`src/rtl/dds_pwm_dac.sv`:
```
// -----------------------------------------------------------------------------
// dds_pwm_dac
//
// Converts the DDS sample stream into a registered PWM bit-stream for an
// external RC-filter DAC. A new sample (and carrier prescale) is latched only
// when the machine starts or at a carrier-period boundary, so a running pulse is
// never cut short by an input change in mid-period.
//
// Carrier: a DW-bit counter advanced once per carrier tick; a tick occurs every
// presc_q+1 clocks. One PWM period is 2^DW ticks. raw = (cnt < duty_q).
//
// Ports
//   clk           in   1    system clock
//   rstn          in   1    reset, synchronous, active-low
//   pwm_ena       in   1    run enable
//   din           in   DW   unsigned sample (from the DDS core)
//   prescale      in   8    carrier tick divider: tick every prescale+1 clocks
//   pwm_out       out  1    PWM high-side output, registered
//   pwm_outn      out  1    PWM complementary output, registered
//   period_start  out  1    1-clk pulse on the cycle a new sample is latched
//   duty_q        out  DW   sample currently being modulated
//
// Configuration
//   PWM_DEADTIME_EN  when defined, each output rises only after raw has held
//                    its level for DT consecutive clocks (dead band between the
//                    two outputs). When undefined, pwm_outn is the complement of
//                    pwm_out while running and DT is not used by the logic.
// -----------------------------------------------------------------------------
module dds_pwm_dac #(
   parameter int DW = 10,
   parameter int DT = 4
) (
   input  logic          clk,
   input  logic          rstn,
   input  logic          pwm_ena,
   input  logic [DW-1:0] din,
   input  logic [7:0]    prescale,
   output logic          pwm_out,
   output logic          pwm_outn,
   output logic          period_start,
   output logic [DW-1:0] duty_q
);

   if (DT < 1 || DT > 15) begin : g_dt_range
      $error("dds_pwm_dac: DT must be in 1..15");
   end

   typedef enum logic [1:0] {
      ST_IDLE  = 2'd0,
      ST_START = 2'd1,
      ST_RUN   = 2'd2
   } state_t;

   state_t        state_q, state_d;
   logic [7:0]    pre_cnt_q, pre_cnt_d;
   logic [7:0]    presc_q, presc_d;
   logic [DW-1:0] cnt_q, cnt_d;
   logic [DW-1:0] duty_d;
   logic          pwm_out_d, pwm_outn_d, period_start_d;

   logic tick;
   logic boundary;
   logic raw;
   logic run_ok;

   // -------------------------------------------------------------------------
   // Carrier decode
   // -------------------------------------------------------------------------
   // NOTE: every always_comb output gets a default first, so no path can leave
   // a signal unassigned and infer a latch.
   always_comb begin
      run_ok   = (state_q == ST_RUN) && pwm_ena;
      tick     = (pre_cnt_q == presc_q);
      boundary = tick && (cnt_q == {DW{1'b1}});
      raw      = (cnt_q < duty_q);
   end

   // -------------------------------------------------------------------------
   // Next-state and datapath
   // -------------------------------------------------------------------------
   always_comb begin
      state_d        = state_q;
      pre_cnt_d      = pre_cnt_q;
      cnt_d          = cnt_q;
      duty_d         = duty_q;
      presc_d        = presc_q;
      period_start_d = 1'b0;

      unique case (state_q)
         ST_IDLE: begin
            pre_cnt_d = '0;
            cnt_d     = '0;
            if (pwm_ena) state_d = ST_START;
         end

         ST_START: begin
            pre_cnt_d = '0;
            cnt_d     = '0;
            if (!pwm_ena) begin
               // A drop on the start cycle wins: no latch, no strobe.
               state_d = ST_IDLE;
            end else begin
               duty_d         = din;
               presc_d        = prescale;
               period_start_d = 1'b1;
               state_d        = ST_RUN;
            end
         end

         ST_RUN: begin
            if (!pwm_ena) begin
               state_d   = ST_IDLE;
               pre_cnt_d = '0;
               cnt_d     = '0;
            end else begin
               if (tick) begin
                  pre_cnt_d = '0;
                  cnt_d     = cnt_q + 1'b1;   // natural DW-bit wrap
               end else begin
                  pre_cnt_d = pre_cnt_q + 8'd1;
               end
               // Boundary: last tick of the period loads the next sample.
               if (boundary) begin
                  duty_d         = din;
                  presc_d        = prescale;
                  period_start_d = 1'b1;
               end
            end
         end

         default: begin
            state_d   = ST_IDLE;
            pre_cnt_d = '0;
            cnt_d     = '0;
         end
      endcase
   end

   // -------------------------------------------------------------------------
   // Output shaping
   // -------------------------------------------------------------------------
`ifdef PWM_DEADTIME_EN
   localparam int          DTW    = $clog2(DT + 1);
   localparam logic [DTW-1:0] DT_SAT = DTW'(DT);

   // raw_prev_q is the raw level of the previous running clock; same_q counts
   // how many consecutive previous running clocks had that level (saturating at
   // DT). An output may be high only when the current raw matches the previous
   // level and that level has already been held for DT clocks.
   logic           raw_prev_q, raw_prev_d;
   logic [DTW-1:0] same_q, same_d;

   always_comb begin
      raw_prev_d = 1'b0;
      same_d     = '0;
      pwm_out_d  = 1'b0;
      pwm_outn_d = 1'b0;
      if (run_ok) begin
         raw_prev_d = raw;
         if (raw == raw_prev_q) begin
            same_d = (same_q == DT_SAT) ? same_q : same_q + 1'b1;
         end else begin
            same_d = DTW'(1);
         end
         pwm_out_d  =  raw &&  raw_prev_q && (same_q == DT_SAT);
         pwm_outn_d = !raw && !raw_prev_q && (same_q == DT_SAT);
      end
   end

   always_ff @(posedge clk) begin
      if (!rstn) begin
         raw_prev_q <= 1'b0;
         same_q     <= '0;
      end else begin
         raw_prev_q <= raw_prev_d;
         same_q     <= same_d;
      end
   end
`else
   always_comb begin
      pwm_out_d  = run_ok &&  raw;
      pwm_outn_d = run_ok && !raw;
   end
`endif

   // -------------------------------------------------------------------------
   // State registers
   // -------------------------------------------------------------------------
   // NOTE: sequential state uses non-blocking assignments so every register
   // samples the pre-edge values regardless of statement order.
   always_ff @(posedge clk) begin
      if (!rstn) begin
         state_q      <= ST_IDLE;
         pre_cnt_q    <= '0;
         presc_q      <= '0;
         cnt_q        <= '0;
         duty_q       <= '0;
         pwm_out      <= 1'b0;
         pwm_outn     <= 1'b0;
         period_start <= 1'b0;
      end else begin
         state_q      <= state_d;
         pre_cnt_q    <= pre_cnt_d;
         presc_q      <= presc_d;
         cnt_q        <= cnt_d;
         duty_q       <= duty_d;
         pwm_out      <= pwm_out_d;
         pwm_outn     <= pwm_outn_d;
         period_start <= period_start_d;
      end
   end

endmodule

```
`config.mk`:
```
export PLATFORM = sky130hd
export DESIGN_NAME = dds_pwm_dac
export DESIGN_NICKNAME = d
export VERILOG_FILES = /design/src/rtl/dds_pwm_dac.sv
export SDC_FILE = /design/constraint.sdc
export NUM_CORES = 1
export LEC_CHECK = 0
export ABC_AREA = 0
export CAP_MARGIN = 20
export CORE_ASPECT_RATIO = 1.25
export CORE_MARGIN = 5
export CORE_UTILIZATION = 55
export DETAILED_ROUTE_END_ITERATION = 8
export GPL_ROUTABILITY_DRIVEN = 0
export HOLD_SLACK_MARGIN = 0.08
export PLACE_DENSITY = 0.82
export SLEW_MARGIN = 20
export SYNTH_ARGS = -nofsm -noshare
export SYNTH_HDL_FRONTEND = slang
export SYNTH_SLANG_ARGS = --single-unit
```
`constraint.sdc`:
```
create_clock -name clk -period 4.21 [get_ports clk]
set_input_delay 0.842 -clock clk [delete_from_list [all_inputs] [get_ports clk]]
set_output_delay 0.842 -clock clk [all_outputs]
set_load 0.01 [all_outputs]
```
==> results.txt, run 1 <==
clock insertion delay at the later pin of the skew report: 300 ps
row count: 25
RSZ-0062 raised after global routing: false
WP data arrival: 2770 ps
Reg-to-Reg End: duty_q[8]$_SDFFE_PN0P_
pins over their slew limit: 0
FF+latch count, synth: 41
Final HPWL DP: 2993 µm
Synth cell types: 34
cts hold-fix bufs: 0
NetSw: 196.5 µW
outcome: complete, no violations
CTS buffer count: 5
fin crit period: 2535 ps
Detailed Routing Iterations Pass 1: 4
Total Routing Usage GR: 17.10%
hold depth: 2
Power Dens Cells: 308.3 mW/mm²
share of cells above drive strength 1: 6.513%
Setup Skew: 6.822 ps
end of the worst hold path: presc_q[4]$_SDFFE_PN0P_
Root Driver: clkbuf_8
CP startpoint kind: primary input
HP Start: presc_q[4]$_SDFFE_PN0P_
combinational power share: 14.4%
Tightest Pin Transition: 690.1 ps
worst hold path class: register to register
Final Cycle Share: 60.22%
via count: 1572
Mapped Avg Cell Area: 9.262 µm²
sinks on the clock net: 41
post-CTS sizing: 0
PortBufs: 33
YS warnings: 0
DR DRC count: 0
kind of critical path: primary input to register
fin nets: 295
RR Startpoint: cnt_q[2]$_SDFFE_PN0P_
Setup Fix Bufs, Post-CTS: 0
fin area: 0.002489 mm²
worst rel slew slack: 54.00%
Mapped Nets: 261
Clk pwr share: 32.7%
initial antenna violation count: 0
switch share: 25.62%
WL final: 4046 µm
FMAX: 394.4 MHz
critical path peak fanout: 40
IR drop worst, VDD: 0.2371 mV
maximum capacitance violations: 0
final hold vios: 0
setup violators final: 0
Worst EP required: 4450 ps
Core Box Area: 0.003722 mm²
clk buf depth: 2
internal power contribution: 570.6 µW
GR Overflow Total: 0
CP endpoint kind: register
Starting Density: 56.24%
Leak: 1.136 nW
CTS tree: yes
via count of the first global-routing pass: 1589
DR iter-0 viols: 88
ANT nets after route: 0
commonest non-fill, non-tap cells in the layout: dfxtp_1, nand2_1, clkdlybuf4s50_1, nor2_1, mux2i_1
H-tree depth: 2
fillers: 320
most common cell after layout, fill and taps aside: dfxtp_1
Worst R2R Setup Slack: 1970 ps
Synth Instances: 226
Die Ht: 78.98 µm
Die Area: 0.005148 mm²
clock-pin transition on the worst setup and hold timing paths: 80 ps
Area Growth Syn to Fin: 18.89%
setup TNS: 0 ps
vias per cell: 5.223
Reg power frac: 52.9%
largest net degree at the start of global routing: 41
cell area after synthesis: 0.002093 mm²
worst r2r path cells: 6
first-pass GRT wire length: 6789 µm
diode count: 0
dpl cell area: 0.002406 mm²
post-synthesis sequential area ratio: 39.21%
DR WL/cell: 13.44 µm
Chip Width: 65.18 µm
Ports: 34
[worst max-delay path: stages]
cell and delay, ps:
clkdlybuf4s50_1 450, buf_4 330, nand3_1 480, or2_2 530
nor2_1 120
[registers in the layout, indices dropped and copies added (netlist names)]
register	cells
cnt_q	10
state_q	2
period_start	1
pwm_out	1
pre_cnt_q	8
pwm_outn	1
presc_q	8
duty_q	10
[layer usage]
metal | vias to the layer above | track usage, % | wire length, µm
met1 | 714 | 17.46 | 1737
met2 | 33 | 31.10 | 2029
li1 | 816 | - | -
met3 | 9 | 5.375 | 174
met4 | 0 | 7.884 | 106
met5 | - | 0 | 0
[through the flow]
step / setup WS [ps] / utilization, % / cells / hold slack (ps) / power, mW
CTS: 1694 / 66.86 / 301 / 484.8 / 0.7716
finish: 1675 / 66.86 / 301 / 479.3 / 0.7672
global route: 1567 / 66.86 / 301 / 501.7 / 0.8047
global placement: 1403 / 64.64 / 293 / 463.1 / 0.5234
detailed placement: 1381 / 64.64 / 293 / 472.4 / 0.5249
floorplan: 2435 / - / 226 / 449.7 / 0.4868
[cells in the mapped netlist]
| master | n | share of area, % |
|---|---|---|
| and3_2 | 1 | 0.36 |
| and3_1 | 3 | 0.90 |
| nand3_1 | 6 | 1.4 |
| a221oi_1 | 1 | 0.42 |
| xor2_1 | 19 | 7.9 |
| and2_1 | 3 | 0.90 |
| o21a_1 | 1 | 0.36 |
| mux2i_1 | 20 | 9.6 |
| ha_1 | 14 | 8.4 |
| mux2_2 | 1 | 0.54 |
| nor4_4 | 2 | 2.0 |
| inv_1 | 13 | 2.3 |
| a21o_1 | 5 | 1.8 |
| nor2_1 | 22 | 3.9 |
| or2_2 | 1 | 0.30 |
| o22ai_1 | 1 | 0.30 |
| and4_1 | 3 | 1.3 |
| dlygate4sd3_1 | 2 | 0.96 |
| a21oi_2 | 1 | 0.42 |
| a21oi_1 | 3 | 0.72 |
| nand2_1 | 40 | 7.2 |
| buf_12 | 1 | 0.96 |
| nand4_1 | 8 | 2.4 |
| and2_0 | 1 | 0.30 |
| buf_6 | 3 | 1.6 |
| and4_2 | 1 | 0.48 |
| nor2b_1 | 1 | 0.30 |
| buf_2 | 1 | 0.24 |
| and3_4 | 1 | 0.54 |
| xnor2_1 | 3 | 1.3 |
| nand2b_1 | 1 | 0.30 |
| o21ai_0 | 1 | 0.24 |
| dfxtp_1 | 41 | 39 |
| clkbuf_1 | 1 | 0.18 |
[how the worst max path moves through the flow]
| stage | start | to |
|---|---|---|
| after floorplan | rstn | duty_q[9]$_SDFFE_PN0P_ |
| after global placement | rstn | pre_cnt_q[7]$_SDFF_PP0_ |
| after detailed placement | rstn | pre_cnt_q[4]$_SDFF_PP0_ |
| after CTS | rstn | pre_cnt_q[4]$_SDFF_PP0_ |
| after global routing | rstn | pre_cnt_q[7]$_SDFF_PP0_ |
| final | rstn | pre_cnt_q[3]$_SDFF_PP0_ |
[power by group through the flow]
stage / Combinational (mW) / Sequential (mW) / Clock (mW)
final: 0.110 / 0.406 / 0.251
after floorplan: 0.0712 / 0.416 / 0
after detailed placement: 0.110 / 0.415 / 0
after global placement: 0.109 / 0.415 / 0
after CTS: 0.111 / 0.406 / 0.255
after global routing: 0.123 / 0.407 / 0.275
[cells by family after synthesis]
| kind of cell | synth area share, % |
|---|---|
| AOI/OAI and AO/OA | 4.244 |
| xor gates and xnor gates | 9.205 |
| adders and majority gates | 8.368 |
| buffers and inverters | 6.276 |
| DFF | 39.21 |
| muxes | 10.10 |
| and+or+nand+nor | 22.60 |
[area by class of cell]
cell class,count,area (µm²),area share (%)
Sequential cell,41,820.8,32.98
Clock inverter,2,10.01,0.4022
Tap cell,40,50.05,2.011
Multi-Input combinational cell,164,1141,45.85
Inverter,13,48.80,1.961
Clock buffer,6,72.57,2.916
Timing Repair Buffer,35,345.3,13.88
Power figures use the tool's default switching activity.
==> run 2, diff against run 1 <==
--- a/config.mk
+++ b/config.mk
@@ -9,11 +9,11 @@
 export CAP_MARGIN = 20
 export CORE_ASPECT_RATIO = 1.25
 export CORE_MARGIN = 5
-export CORE_UTILIZATION = 55
+export CORE_UTILIZATION = 53
 export DETAILED_ROUTE_END_ITERATION = 8
 export GPL_ROUTABILITY_DRIVEN = 0
 export HOLD_SLACK_MARGIN = 0.08
-export PLACE_DENSITY = 0.82
+export PLACE_DENSITY = 0.79
 export SLEW_MARGIN = 20
 export SYNTH_ARGS = -nofsm -noshare
 export SYNTH_HDL_FRONTEND = slang
==> constraint.sdc (replaced) <==
create_clock -name clk -period 2.5 [get_ports clk]
set_input_delay 0.5 -clock clk [delete_from_list [all_inputs] [get_ports clk]]
set_output_delay 0.5 -clock clk [all_outputs]
set_load 0.01 [all_outputs]
==> run 2 against run 1 <==
Net effect:
- via count decreased by 0.19%
- routed wire length increased by 0.79%
- combinational power increased by 70%
- first-iteration DRC count increased by 27%
- global-route usage decreased by 0.49 points
- cell count increased by 5.0%
- register-to-register slack got worse by 1400 ps
- utilization decreased by 0.99 points
- sequential power increased by 68%
- clock skew decreased by 1.0 ps
- total power increased by 67%
==> results.txt, run 2 (synthesis gave the netlist of run 1 again) <==
sinks on the clock net: 41 (unchanged)
Post-Layout Cell Count: 316 (+5.0%)
Tightest Pin Transition: 484.5 ps (-205.6 ps)
fin util: 65.87% (-0.99 points)
setup violators final: 0 (unchanged)
fin area: 0.002514 mm² (+1.0%)
Area Growth Syn to Fin: 20.08%
largest net degree at the start of global routing: 40 (-2.4%)
H-tree depth: 2 (unchanged)
CTS tree: yes
DR WL/cell: 12.91 µm (-4.0%)
setup TNS: 0 ps (unchanged)
WP data arrival: 2150 ps (-620 ps)
most common cell after layout, fill and taps aside: dfxtp_1
GR Overflow Total: 0 (unchanged)
PortBufs: 33 (unchanged)
Die Ht: 80.27 µm (+1.6%)
pre-CTS setup slack: 490.9 ps (-890.5 ps)
placed cells: 308 (+5.1%)
Detailed Routing Iterations Pass 1: 4 (unchanged)
RSZ-0062 raised after global routing: false
WL final: 4078 µm (+0.79%)
dpl cell area: 0.002431 mm² (+1.0%)
Total Routing Usage GR: 16.61% (-0.49 points)
Worst EP required: 2690 ps (-1760 ps)
fin crit period: 1961 ps
vias per cell: 4.965 (-4.9%)
pins over their slew limit: 0 (unchanged)
Setup Skew: 5.820 ps (-1.002 ps)
fin nets: 296 (+0.34%)
maximum capacitance violations: 0 (unchanged)
commonest non-fill, non-tap cells in the layout: dfxtp_1, nand2_1, clkdlybuf4s50_1, nor2_1, mux2i_1
FMAX: 510.0 MHz
CP startpoint kind: register
Core Box Area: 0.003816 mm² (+2.5%)
Root Driver: clkbuf_8
ANT nets after route: 0 (unchanged)
CTS buffer count: 5 (unchanged)
cts hold-fix bufs: 0 (unchanged)
DR iter-0 viols: 112 (+27%)
worst rel slew slack: 67.46% (+13 points)
Final Power: 1.283 mW (+67%)
CP endpoint kind: register
critical path peak fanout: 8 (-80%)
post-CTS sizing: 0 (unchanged)
final hold vios: 0 (unchanged)
Final Cycle Share: 78.43%
row count: 25 (unchanged)
via count of the first global-routing pass: 1538 (-3.2%)
initial antenna violation count: 0 (unchanged)
kind of critical path: register to register
Starting Density: 54.85% (-1.4 points)
clock-pin transition on the worst setup and hold timing paths: 80 ps (about the same)
Die Area: 0.005314 mm² (+3.2%)
outcome: complete, no violations
share of cells above drive strength 1: 6.870% (+0.36 points)
Chip Width: 66.21 µm (+1.6%)
Final HPWL DP: 3024 µm (+1.0%)
Power Dens Cells: 510.4 mW/mm² (+66%)
Largest regs: cnt_q x10, duty_q x10
Setup Fix Bufs, Post-CTS: 0 (unchanged)
fillers: 316 (-1.3%)
Ports: 34 (unchanged)
final worst slack: 539.3 ps (-1135 ps)
diode count: 0 (unchanged)
first-pass GRT wire length: 6748 µm (-0.60%)
smallest hold slack: 479.8 ps (+0.4750 ps)
worst hold path class: register to register
Leak: 1.140 nW (+0.37%)
multi-input logic area: 0.001141 mm² (unchanged)
clk buf depth: 2 (unchanged)
IR drop worst, VDD: 0.2782 mV (+17%)
DR DRC count: 0 (unchanged)
via count: 1569 (-0.19%)
sequential cell area: 820.8 µm² (unchanged)
clock insertion delay at the later pin of the skew report: 290 ps (about the same)
## run 2: cell count changes in the layout (fill, tap and decap cells not counted)
cell,delta
buf_4,+1
## run 2: layout make-up
type	instances	share of cell area, %
clock buffer	6	2.887
inverter	13	1.941
sequential	41	32.65
clock inverter	2	0.3982
timing repair buffer	36	14.04
tap	54	2.688
multi-input combinational	164	45.40
## run 2: worst paths after layout
check                           from                endpoint  slack, ps  cells after the start
min           duty_q[5]$_SDFFE_PN0P_  duty_q[5]$_SDFFE_PN0P_        480                      2
min reg2reg   duty_q[5]$_SDFFE_PN0P_  duty_q[5]$_SDFFE_PN0P_        480                      2
max reg2reg  pre_cnt_q[1]$_SDFF_PP0_   cnt_q[7]$_SDFFE_PN0P_        540                      5
max          pre_cnt_q[1]$_SDFF_PP0_   cnt_q[7]$_SDFFE_PN0P_        540                      5
## run 2: routing by layer
| layer | GRT usage (%) | vias to the layer above | share of wire [%] |
|---|---|---|---|
| li1 | - | 820 | - |
| met1 | 18.62 | 711 | 44 |
| met2 | 29.10 | 30 | 49 |
| met3 | 4.755 | 8 | 4.6 |
| met4 | 6.504 | 0 | 2.4 |
| met5 | 0 | - | 0 |
## run 2: power breakdown
part	internal [mW]	leakage, nW	switching (mW)
clock	0.193	0.0450	0.219
combinational	0.0971	0.764	0.0898
sequential	0.671	0.332	0.0135
## run 2: worst max-delay path, cell delays in order (launching register included)
cell and delay, ps:
dfxtp_1 420, xor2_1 140, nor4_4 520, and2_0 340
nand4_1 150, mux2_2 290
